<file path="config.mk">
export PLATFORM = sky130hd
export DESIGN_NAME = hazard_ctrl_mc_flat
export DESIGN_NICKNAME = d
export VERILOG_FILES = /design/src/rtl/hazard_ctrl_mc_if.sv /design/src/rtl/hazard_ctrl_mc.sv /design/src/flat_wrapper.sv
export SDC_FILE = /design/constraint.sdc
export NUM_CORES = 1
export LEC_CHECK = 0
export ABC_AREA = 1
export BUFFER_PORTS_ARGS = -buffer_cell sky130_fd_sc_hd__clkbuf_2
export CORE_MARGIN = 1
export CORE_UTILIZATION = 53
export DETAILED_ROUTE_END_ITERATION = 16
export PLACE_DENSITY = 0.95
export RECOVER_POWER = 100
export SETUP_SLACK_MARGIN = 0.05
export SLEW_MARGIN = 20
export SYNTH_ARGS = -nofsm -noshare
export SYNTH_HDL_FRONTEND = slang
export SYNTH_SLANG_ARGS = --single-unit
</file>
<file path="constraint.sdc">
create_clock -name clk -period 7.5 [get_ports clk]
set_input_delay 1.875 -clock clk [delete_from_list [all_inputs] [get_ports clk]]
set_output_delay 1.875 -clock clk [all_outputs]
set_load 0.005 [all_outputs]
</file>
<file path="src/rtl/hazard_ctrl_mc_if.sv">
`default_nettype none
// ============================================================================
//  Module   : hazard_ctrl_mc_if
//  Purpose  : Bundles the pipeline-side signals seen by the hazard controller.
//             The pipeline (master) drives register addresses, load/mem/muldiv
//             status and branch resolution; the controller (slave) returns
//             write enables, bubble/flush controls and the stall counter.
//  Ports    : none (interface); modports master / slave
//  Revision : 1.0  initial release
// ============================================================================
interface hazard_ctrl_mc_if #(
    parameter int REG_W = 5,
    parameter int CNT_W = 16
);
    // pipeline status towards the controller
    logic [REG_W-1:0] rs1_id;
    logic [REG_W-1:0] rs2_id;
    logic             use_rs1_id;
    logic             use_rs2_id;
    logic [REG_W-1:0] rd_ex;
    logic             MemRead_ex;
    logic [REG_W-1:0] rd_mem;
    logic             MemRead_mem;
    logic             mem_req_mem;
    logic             dmem_ready;
    logic             muldiv_ex;
    logic             branch_taken_ex;

    // controller decisions towards the pipeline
    logic             load_delay;
    logic             PCWrite;
    logic             IF_ID_Write;
    logic             ID_EX_Write;
    logic             EX_MEM_Write;
    logic             ex_bubble;
    logic             flush_if_id;
    logic             flush_id_ex;
    logic             muldiv_busy;
    logic [CNT_W-1:0] stall_count;

    modport master (
        output rs1_id, rs2_id, use_rs1_id, use_rs2_id,
        output rd_ex, MemRead_ex, rd_mem, MemRead_mem,
        output mem_req_mem, dmem_ready, muldiv_ex, branch_taken_ex,
        input  load_delay, PCWrite, IF_ID_Write, ID_EX_Write, EX_MEM_Write,
        input  ex_bubble, flush_if_id, flush_id_ex, muldiv_busy, stall_count
    );

    modport slave (
        input  rs1_id, rs2_id, use_rs1_id, use_rs2_id,
        input  rd_ex, MemRead_ex, rd_mem, MemRead_mem,
        input  mem_req_mem, dmem_ready, muldiv_ex, branch_taken_ex,
        output load_delay, PCWrite, IF_ID_Write, ID_EX_Write, EX_MEM_Write,
        output ex_bubble, flush_if_id, flush_id_ex, muldiv_busy, stall_count
    );
endinterface
`default_nettype wire

</file>
<file path="src/rtl/hazard_ctrl_mc.sv">
`default_nettype none
// ============================================================================
//  Module   : hazard_ctrl_mc
//  Purpose  : Hazard controller for a 5-stage RISC-V pipeline. Detects
//             load-use hazards (EX, and MEM when no MEM->EX forwarding),
//             freezes the whole pipe on data-memory wait states, holds the
//             front end for multi-cycle mul/div ops in EX, flushes the wrong
//             path on taken branches and counts stalled cycles (saturating).
//  Ports    : clk    - clock
//             reset  - asynchronous active-high reset
//             hz     - hazard_ctrl_mc_if.slave: pipeline status in,
//                      write enables / bubble / flush / stall_count out
//  Revision : 1.0  initial release
// ============================================================================
module hazard_ctrl_mc #(
    parameter int REG_W        = 5,
    parameter int MULDIV_LAT   = 4,
    parameter int FWD_FROM_MEM = 1,
    parameter int CNT_W        = 16
) (
    input  wire logic          clk,
    input  wire logic          reset,
    hazard_ctrl_mc_if.slave    hz
);

    localparam int                    c_CNT_BITS = $clog2(MULDIV_LAT) + 1;
    // Cycles still to stall once the op has entered BUSY (first stall cycle
    // is spent in IDLE).
    localparam logic [c_CNT_BITS-1:0] c_CNT_INIT =
        c_CNT_BITS'((MULDIV_LAT > 1) ? (MULDIV_LAT - 2) : 0);
    localparam logic                  c_MD_EN    = (MULDIV_LAT > 1);
    localparam logic                  c_MEM_LU   = (FWD_FROM_MEM == 0);

    typedef enum logic [0:0] {
        ST_IDLE = 1'b0,
        ST_BUSY = 1'b1
    } state_t;

    state_t                r_state;
    state_t                w_state_nxt;
    logic [c_CNT_BITS-1:0] r_cnt;
    logic [c_CNT_BITS-1:0] w_cnt_nxt;
    logic [CNT_W-1:0]      r_stall_count;

    logic w_mem_stall;
    logic w_md_stall;
    logic w_load_use;

    logic w_load_delay;
    logic w_pc_write;
    logic w_if_id_write;
    logic w_id_ex_write;
    logic w_ex_mem_write;
    logic w_ex_bubble;
    logic w_flush_if_id;
    logic w_flush_id_ex;
    logic w_muldiv_busy;

    // x0 is never a real dependency.
    function automatic logic reads_reg(input logic [REG_W-1:0] rd);
        return (rd != '0) &&
               (((hz.rs1_id == rd) && hz.use_rs1_id) ||
                ((hz.rs2_id == rd) && hz.use_rs2_id));
    endfunction

    assign w_mem_stall = hz.mem_req_mem && !hz.dmem_ready;
    assign w_load_use  = (hz.MemRead_ex && reads_reg(hz.rd_ex)) ||
                         (c_MEM_LU && hz.MemRead_mem && reads_reg(hz.rd_mem));
    assign w_md_stall  = ((r_state == ST_IDLE) && hz.muldiv_ex && c_MD_EN) ||
                         ((r_state == ST_BUSY) && (r_cnt != '0));

    // ---------------------------------------------------------------- FSM
    always_ff @(posedge clk or posedge reset) begin
        if (reset) begin
            r_state <= ST_IDLE;
            r_cnt   <= '0;
        end else begin
            r_state <= w_state_nxt;
            r_cnt   <= w_cnt_nxt;
        end
    end

    // A memory wait state freezes the mul/div sequencer along with the pipe.
    // The cnt==0 BUSY cycle is the op's last cycle in EX, so a muldiv_ex seen
    // there still belongs to the old op and is ignored.
    always_comb begin
        w_state_nxt = r_state;
        w_cnt_nxt   = r_cnt;
        if (!w_mem_stall) begin
            case (r_state)
                ST_IDLE: begin
                    if (hz.muldiv_ex && c_MD_EN) begin
                        w_state_nxt = ST_BUSY;
                        w_cnt_nxt   = c_CNT_INIT;
                    end
                end
                ST_BUSY: begin
                    if (r_cnt != '0) begin
                        w_cnt_nxt = r_cnt - 1'b1;
                    end else begin
                        w_state_nxt = ST_IDLE;
                    end
                end
                default: begin
                    w_state_nxt = ST_IDLE;
                    w_cnt_nxt   = '0;
                end
            endcase
        end
    end

    // ------------------------------------------------------- control outputs
    // muldiv_busy reports the mul/div stall as a status, so it stays up while
    // a memory wait freezes the op.
    always_comb begin
        w_load_delay   = 1'b0;
        w_pc_write     = 1'b1;
        w_if_id_write  = 1'b1;
        w_id_ex_write  = 1'b1;
        w_ex_mem_write = 1'b1;
        w_ex_bubble    = 1'b0;
        w_flush_if_id  = 1'b0;
        w_flush_id_ex  = 1'b0;
        w_muldiv_busy  = 1'b0;
        if (!reset) begin
            w_muldiv_busy = w_md_stall;
            if (w_mem_stall) begin
                w_pc_write     = 1'b0;
                w_if_id_write  = 1'b0;
                w_id_ex_write  = 1'b0;
                w_ex_mem_write = 1'b0;
            end else if (w_md_stall) begin
                w_pc_write    = 1'b0;
                w_if_id_write = 1'b0;
                w_id_ex_write = 1'b0;
                w_ex_bubble   = 1'b1;
            end else if (hz.branch_taken_ex) begin
                // wrong-path ID instruction: its load-use is irrelevant
                w_flush_if_id = 1'b1;
                w_flush_id_ex = 1'b1;
            end else if (w_load_use) begin
                w_load_delay  = 1'b1;
                w_pc_write    = 1'b0;
                w_if_id_write = 1'b0;
            end
        end
    end

    // ------------------------------------------------------- stall counter
    always_ff @(posedge clk or posedge reset) begin
        if (reset) begin
            r_stall_count <= '0;
        end else if (!w_pc_write && (r_stall_count != '1)) begin
            r_stall_count <= r_stall_count + 1'b1;
        end
    end

    assign hz.load_delay   = w_load_delay;
    assign hz.PCWrite      = w_pc_write;
    assign hz.IF_ID_Write  = w_if_id_write;
    assign hz.ID_EX_Write  = w_id_ex_write;
    assign hz.EX_MEM_Write = w_ex_mem_write;
    assign hz.ex_bubble    = w_ex_bubble;
    assign hz.flush_if_id  = w_flush_if_id;
    assign hz.flush_id_ex  = w_flush_id_ex;
    assign hz.muldiv_busy  = w_muldiv_busy;
    assign hz.stall_count  = r_stall_count;

endmodule
`default_nettype wire

</file>
<file path="src/flat_wrapper.sv">
// flat-port wrapper written by rule: the top's interface ports become plain ports
module hazard_ctrl_mc_flat 
#(
    parameter int REG_W        = 5,
    parameter int MULDIV_LAT   = 4,
    parameter int FWD_FROM_MEM = 1,
    parameter int CNT_W        = 16
)
  (clk, reset, hz_rs1_id, hz_rs2_id, hz_use_rs1_id, hz_use_rs2_id, hz_rd_ex, hz_MemRead_ex, hz_rd_mem, hz_MemRead_mem, hz_mem_req_mem, hz_dmem_ready, hz_muldiv_ex, hz_branch_taken_ex, hz_load_delay, hz_PCWrite, hz_IF_ID_Write, hz_ID_EX_Write, hz_EX_MEM_Write, hz_ex_bubble, hz_flush_if_id, hz_flush_id_ex, hz_muldiv_busy, hz_stall_count);
  hazard_ctrl_mc_if #(.REG_W(REG_W), .CNT_W(CNT_W)) hz_i ();
  input  wire logic clk;
  input  wire logic reset;
  input wire logic [$bits(hz_i.rs1_id)-1:0] hz_rs1_id;
  input wire logic [$bits(hz_i.rs2_id)-1:0] hz_rs2_id;
  input wire logic [$bits(hz_i.use_rs1_id)-1:0] hz_use_rs1_id;
  input wire logic [$bits(hz_i.use_rs2_id)-1:0] hz_use_rs2_id;
  input wire logic [$bits(hz_i.rd_ex)-1:0] hz_rd_ex;
  input wire logic [$bits(hz_i.MemRead_ex)-1:0] hz_MemRead_ex;
  input wire logic [$bits(hz_i.rd_mem)-1:0] hz_rd_mem;
  input wire logic [$bits(hz_i.MemRead_mem)-1:0] hz_MemRead_mem;
  input wire logic [$bits(hz_i.mem_req_mem)-1:0] hz_mem_req_mem;
  input wire logic [$bits(hz_i.dmem_ready)-1:0] hz_dmem_ready;
  input wire logic [$bits(hz_i.muldiv_ex)-1:0] hz_muldiv_ex;
  input wire logic [$bits(hz_i.branch_taken_ex)-1:0] hz_branch_taken_ex;
  output wire logic [$bits(hz_i.load_delay)-1:0] hz_load_delay;
  output wire logic [$bits(hz_i.PCWrite)-1:0] hz_PCWrite;
  output wire logic [$bits(hz_i.IF_ID_Write)-1:0] hz_IF_ID_Write;
  output wire logic [$bits(hz_i.ID_EX_Write)-1:0] hz_ID_EX_Write;
  output wire logic [$bits(hz_i.EX_MEM_Write)-1:0] hz_EX_MEM_Write;
  output wire logic [$bits(hz_i.ex_bubble)-1:0] hz_ex_bubble;
  output wire logic [$bits(hz_i.flush_if_id)-1:0] hz_flush_if_id;
  output wire logic [$bits(hz_i.flush_id_ex)-1:0] hz_flush_id_ex;
  output wire logic [$bits(hz_i.muldiv_busy)-1:0] hz_muldiv_busy;
  output wire logic [$bits(hz_i.stall_count)-1:0] hz_stall_count;
  assign hz_i.rs1_id = hz_rs1_id;
  assign hz_i.rs2_id = hz_rs2_id;
  assign hz_i.use_rs1_id = hz_use_rs1_id;
  assign hz_i.use_rs2_id = hz_use_rs2_id;
  assign hz_i.rd_ex = hz_rd_ex;
  assign hz_i.MemRead_ex = hz_MemRead_ex;
  assign hz_i.rd_mem = hz_rd_mem;
  assign hz_i.MemRead_mem = hz_MemRead_mem;
  assign hz_i.mem_req_mem = hz_mem_req_mem;
  assign hz_i.dmem_ready = hz_dmem_ready;
  assign hz_i.muldiv_ex = hz_muldiv_ex;
  assign hz_i.branch_taken_ex = hz_branch_taken_ex;
  assign hz_load_delay = hz_i.load_delay;
  assign hz_PCWrite = hz_i.PCWrite;
  assign hz_IF_ID_Write = hz_i.IF_ID_Write;
  assign hz_ID_EX_Write = hz_i.ID_EX_Write;
  assign hz_EX_MEM_Write = hz_i.EX_MEM_Write;
  assign hz_ex_bubble = hz_i.ex_bubble;
  assign hz_flush_if_id = hz_i.flush_if_id;
  assign hz_flush_id_ex = hz_i.flush_id_ex;
  assign hz_muldiv_busy = hz_i.muldiv_busy;
  assign hz_stall_count = hz_i.stall_count;
  hazard_ctrl_mc #(.REG_W(REG_W), .MULDIV_LAT(MULDIV_LAT), .FWD_FROM_MEM(FWD_FROM_MEM), .CNT_W(CNT_W)) u_core (.clk(clk), .reset(reset), .hz(hz_i));
endmodule
</file>
==> metrics.sh <==
FINAL_MAX_SLEW_VIOL_COUNT=0
COMB_POWER_SHARE=0.387
CLKLATENCYLATEPIN_PS=300
STARTPOINT_TYPE='primary input'
REPORT.FINAL.SETUP_VIOL=0
DIEWIDTH_UM=54.89
WORST_HOLD_STARTPOINT='u_core.r_state'
TIMING.FMAX_GHz=0.1822
YS_FF_LATCH=20
MULTI_INPUT_COMB_AREA_UM2=803.3
DRT-WIRELENGTH-PER-CELL_UM=10.61
WORST-PATH-MAX-FANOUT=23
LAYOUT.FILLER_CELLS=243
SEQ_AREA_UM2=500.5
DRT_PRE_ANTENNA_ITERS=4
CTS-BUFFERS-INSERTED=3
HPWLAFTERDP_UM=2396
TIGHTEST_SLEW_PS=823.0
MIN_TO='u_core.r_state'
CRITPATHREQUIREDTIME_PS=5620
CP-END-KIND='primary output'
GRT_ANTENNA_BEFORE_REPAIR=0
GPL.FINAL_WEIGHTED_CONGESTION=0.9034
POWER.SEQUENTIAL.FRACTION=0.434
SYNTH.CELL_AREA_UM2=1483
POST_CTS_RESIZE_COUNT=0
DRIVE_ABOVE_1_SHARE=0.1754
SYNTH.LIB_CELLS_USED.DISTINCT=22
CRITICAL_PATH_CLASS='in -> out'
POST_CTS.REPAIR.SETUP_BUFFERS=0
GRT_SETUP_UNREPAIRED='no'
ROUTED_VIA_DENSITY=5.027
SYNTH_LARGEST_AREA_CELL='sky130_fd_sc_hd__dfrtp_1'
FINAL.SETUP.TNS_PS=0
IO_PINS=55
SYNTH-SEQ-AREA-SHARE=0.3376
IO_PORT_BUFS=48
INITIAL_UTILIZATION=0.5775
DRTANTENNAVIOLNETS=0
WORSTREGTOREGCELLS=12
GATE_COUNT_OF_THE_MAPPED_NETLIST=221
NUMCLOCKSINKS=20
GRT_FIRST_PASS_WIRELENGTH_UM=5244
ARRIVAL_PS=3610
SETUP.REG_TO_REG.WORST_SLACK_PS=4940
FINAL_PERIOD_MINUS_WORST_SETUP_SLACK_PS=5488
CLOCK_TREE.BUFFER_DEPTH=2
FINALCRITPERIODSHARE=0.7317
PEAK_VDD_IR_uV=156.5
DRC=0
RUN_STATUS='complete, no violations'
REPORT.FINAL.HOLD_VIOL_COUNT=0
CTS_TREE='built'
CTS_ROOT_BUF='sky130_fd_sc_hd__clkbuf_4'
FRACTION_OF_POWER_SPENT_SWITCHING_NETS=0.3965
N_DIODES=0
POST_CTS_HOLD_BUFFER_COUNT=0
SYN-MEAN-INSTANCE-AREA_UM2=6.709
CLOCK_POWER_SHARE=0.180
POWER.INTERNAL_W=0.0002106
REG2REG_TO='u_core.hz.stall_count[5]'
NET-SWITCHING-POWER_W=0.0001383
CELLPOWERDENSITY_nW_PER_UM2=202.8
HOLD_DEPTH=2
MAXSLEWHEADROOM=0.4507
WORST_FLOP_TO_FLOP_PATH_STARTPOINT='u_core.r_cnt[0]'
SYNTH.TOP_CELLS.BY_AREA='sky130_fd_sc_hd__dfrtp_1 (34%), sky130_fd_sc_hd__nand2_1 (20%), sky130_fd_sc_hd__nand3_1 (8.1%)'
YOSYSTOPAREACELLSHARE=0.3376
SYNTHTOLAYOUTAREAGROWTH_PCT=16.03
CTS.HTREE.LEVELS=1
FLOORPLAN.DIE_AREA_UM2=3013
FIRST_GLOBAL_VIAS=1313
CLKTRANSATPATHREGS_PS=110
POST-ROUTE-CELL-AREA_UM2=1720
HP-CLASS='reg -> reg'
NUMPLACEDINSTANCES=294
DIE_H_UM=54.89
LEAKAGE_nW=0.9957
FINALWIRELENGTH_UM=3161
TOTAL_ROUTING_USAGE_GR=0.2448
WORST_CLOCK_SKEW_PS=1.365
CAP_VIOLATIONS=0
PIN_COUNT_OF_THE_BIGGEST_NET_ENTERING_GLOBAL_ROUTING=24
PLACED_CELL_AREA_UM2=1722
ROUTED-VIA-COUNT=1498
FINAL_CELLS=298
YOSYSWARNINGCOUNT=0
GR-TOTAL-OVERFLOW=0
STD_CELL_ROWS=18
FIRST_ITER_VIOLATIONS=34
SYN_NETS=254
FP.COREAREA_UM2=2567
NET_COUNT_OF_THE_FINISHED_LAYOUT=302
layer usage:
layer,share of wire,GRT usage,vias up,routed length (um)
met2,0.47,0.4337,41,1494
met4,0.019,0.1042,0,61
li1,-,-,771,-
met5,0,0,-,0
met1,0.45,0.2879,679,1431
met3,0.055,0.04372,7,174
Yosys cell counts:
library cell              instances
sky130_fd_sc_hd__nand3_1         24
sky130_fd_sc_hd__o21ai_0          2
sky130_fd_sc_hd__buf_6            1
sky130_fd_sc_hd__buf_2            1
sky130_fd_sc_hd__nor2_1          21
sky130_fd_sc_hd__nand2_2          4
sky130_fd_sc_hd__inv_1           29
sky130_fd_sc_hd__xnor2_1          7
sky130_fd_sc_hd__buf_4            3
sky130_fd_sc_hd__nand2_1         80
sky130_fd_sc_hd__dfrtp_1         20
sky130_fd_sc_hd__nand2_4          3
sky130_fd_sc_hd__nor2_4           2
sky130_fd_sc_hd__o21ai_1          1
sky130_fd_sc_hd__nand4_1          4
sky130_fd_sc_hd__inv_2            3
sky130_fd_sc_hd__nor3_1           3
sky130_fd_sc_hd__a22oi_1          1
sky130_fd_sc_hd__ha_1             3
sky130_fd_sc_hd__nand3_2          1
sky130_fd_sc_hd__xor2_1           7
sky130_fd_sc_hd__nor3_2           1
sequential cells by signal (all words and copies together), names as in the netlist:
| signal | flops |
|---|---|
| u_core.hz.stall_count | 16 |
| u_core.r_cnt | 3 |
| u_core.r_state | 1 |
worst max path at each step:
stage / startpoint / to / slack [ps] / cells after the start
after floorplan: reset / hz_PCWrite / 2490 / 8
after global placement: reset / hz_PCWrite / 2270 / 8
after detailed placement: reset / hz_PCWrite / 2220 / 8
after CTS: reset / hz_PCWrite / 2220 / 8
after global routing: reset / hz_PCWrite / 1650 / 8
final: reset / hz_PCWrite / 2010 / 8
stage by stage:
| step | worst slack, ps | hold slack [ps] | total power [W] | util |
|---|---|---|---|---|
| 6_report | 2012 | 549.9 | 0.0003489 | 0.6701 |
| 5_1_grt | 1653 | 592.0 | 0.0003834 | 0.6701 |
| 3_3_place_gp | 2269 | 513.1 | 0.0002880 | 0.6706 |
| 3_5_place_dp | 2218 | 531.3 | 0.0002967 | 0.6706 |
| 2_1_floorplan | 2493 | 494.5 | 0.0002543 | - |
| 4_1_cts | 2220 | 557.1 | 0.0003593 | 0.6847 |
power by group through the flow:
stage	combinational (W)	clock, W	sequential (W)
global route	0.000158	0.0000694	0.000156
floorplan	0.000104	0	0.000150
finish	0.000135	0.0000626	0.000151
CTS	0.000144	0.0000644	0.000151
global placement	0.000136	0	0.000152
detailed placement	0.000144	0	0.000153
cell usage in the layout, fill, tap and decap left out, drive strengths merged:
master / count
nand2: 87
clkbuf: 52
inv: 31
nand3: 25
nor2: 23
dfrtp: 20
xnor2: 7
xor2: 7
nand4: 4
nor3: 4
o21ai: 3
ha: 3
clkinv: 1
a22oi: 1
worst max-delay path, stage by stage:
cell	delay, ps
sky130_fd_sc_hd__clkbuf_1	110
sky130_fd_sc_hd__inv_1	610
sky130_fd_sc_hd__nand4_1	160
sky130_fd_sc_hd__inv_1	80
sky130_fd_sc_hd__nand2_1	60
sky130_fd_sc_hd__nand2_1	440
sky130_fd_sc_hd__inv_1	120
sky130_fd_sc_hd__clkbuf_1	140
final cells by class:
type                       count  area share
clock buffer                   4     0.02109
inverter                      32     0.06982
multi-input combinational    164      0.4669
sequential                    20      0.2909
tap                           30     0.02182
timing repair buffer          48      0.1295
logic make-up after synthesis:
| kind of cell | count (synthesis) | synth area share |
|---|---|---|
| AND/OR/NAND/NOR | 143 | 0.4321 |
| buffers and inverters | 37 | 0.1072 |
| flip-flops | 20 | 0.3376 |
| XOR/XNOR | 14 | 0.08270 |
| AO/OA/AOI/OAI | 4 | 0.01519 |
| adder cells (fa/ha/maj) | 3 | 0.02532 |
No activity file was read; power rests on OpenSTA's default activity.
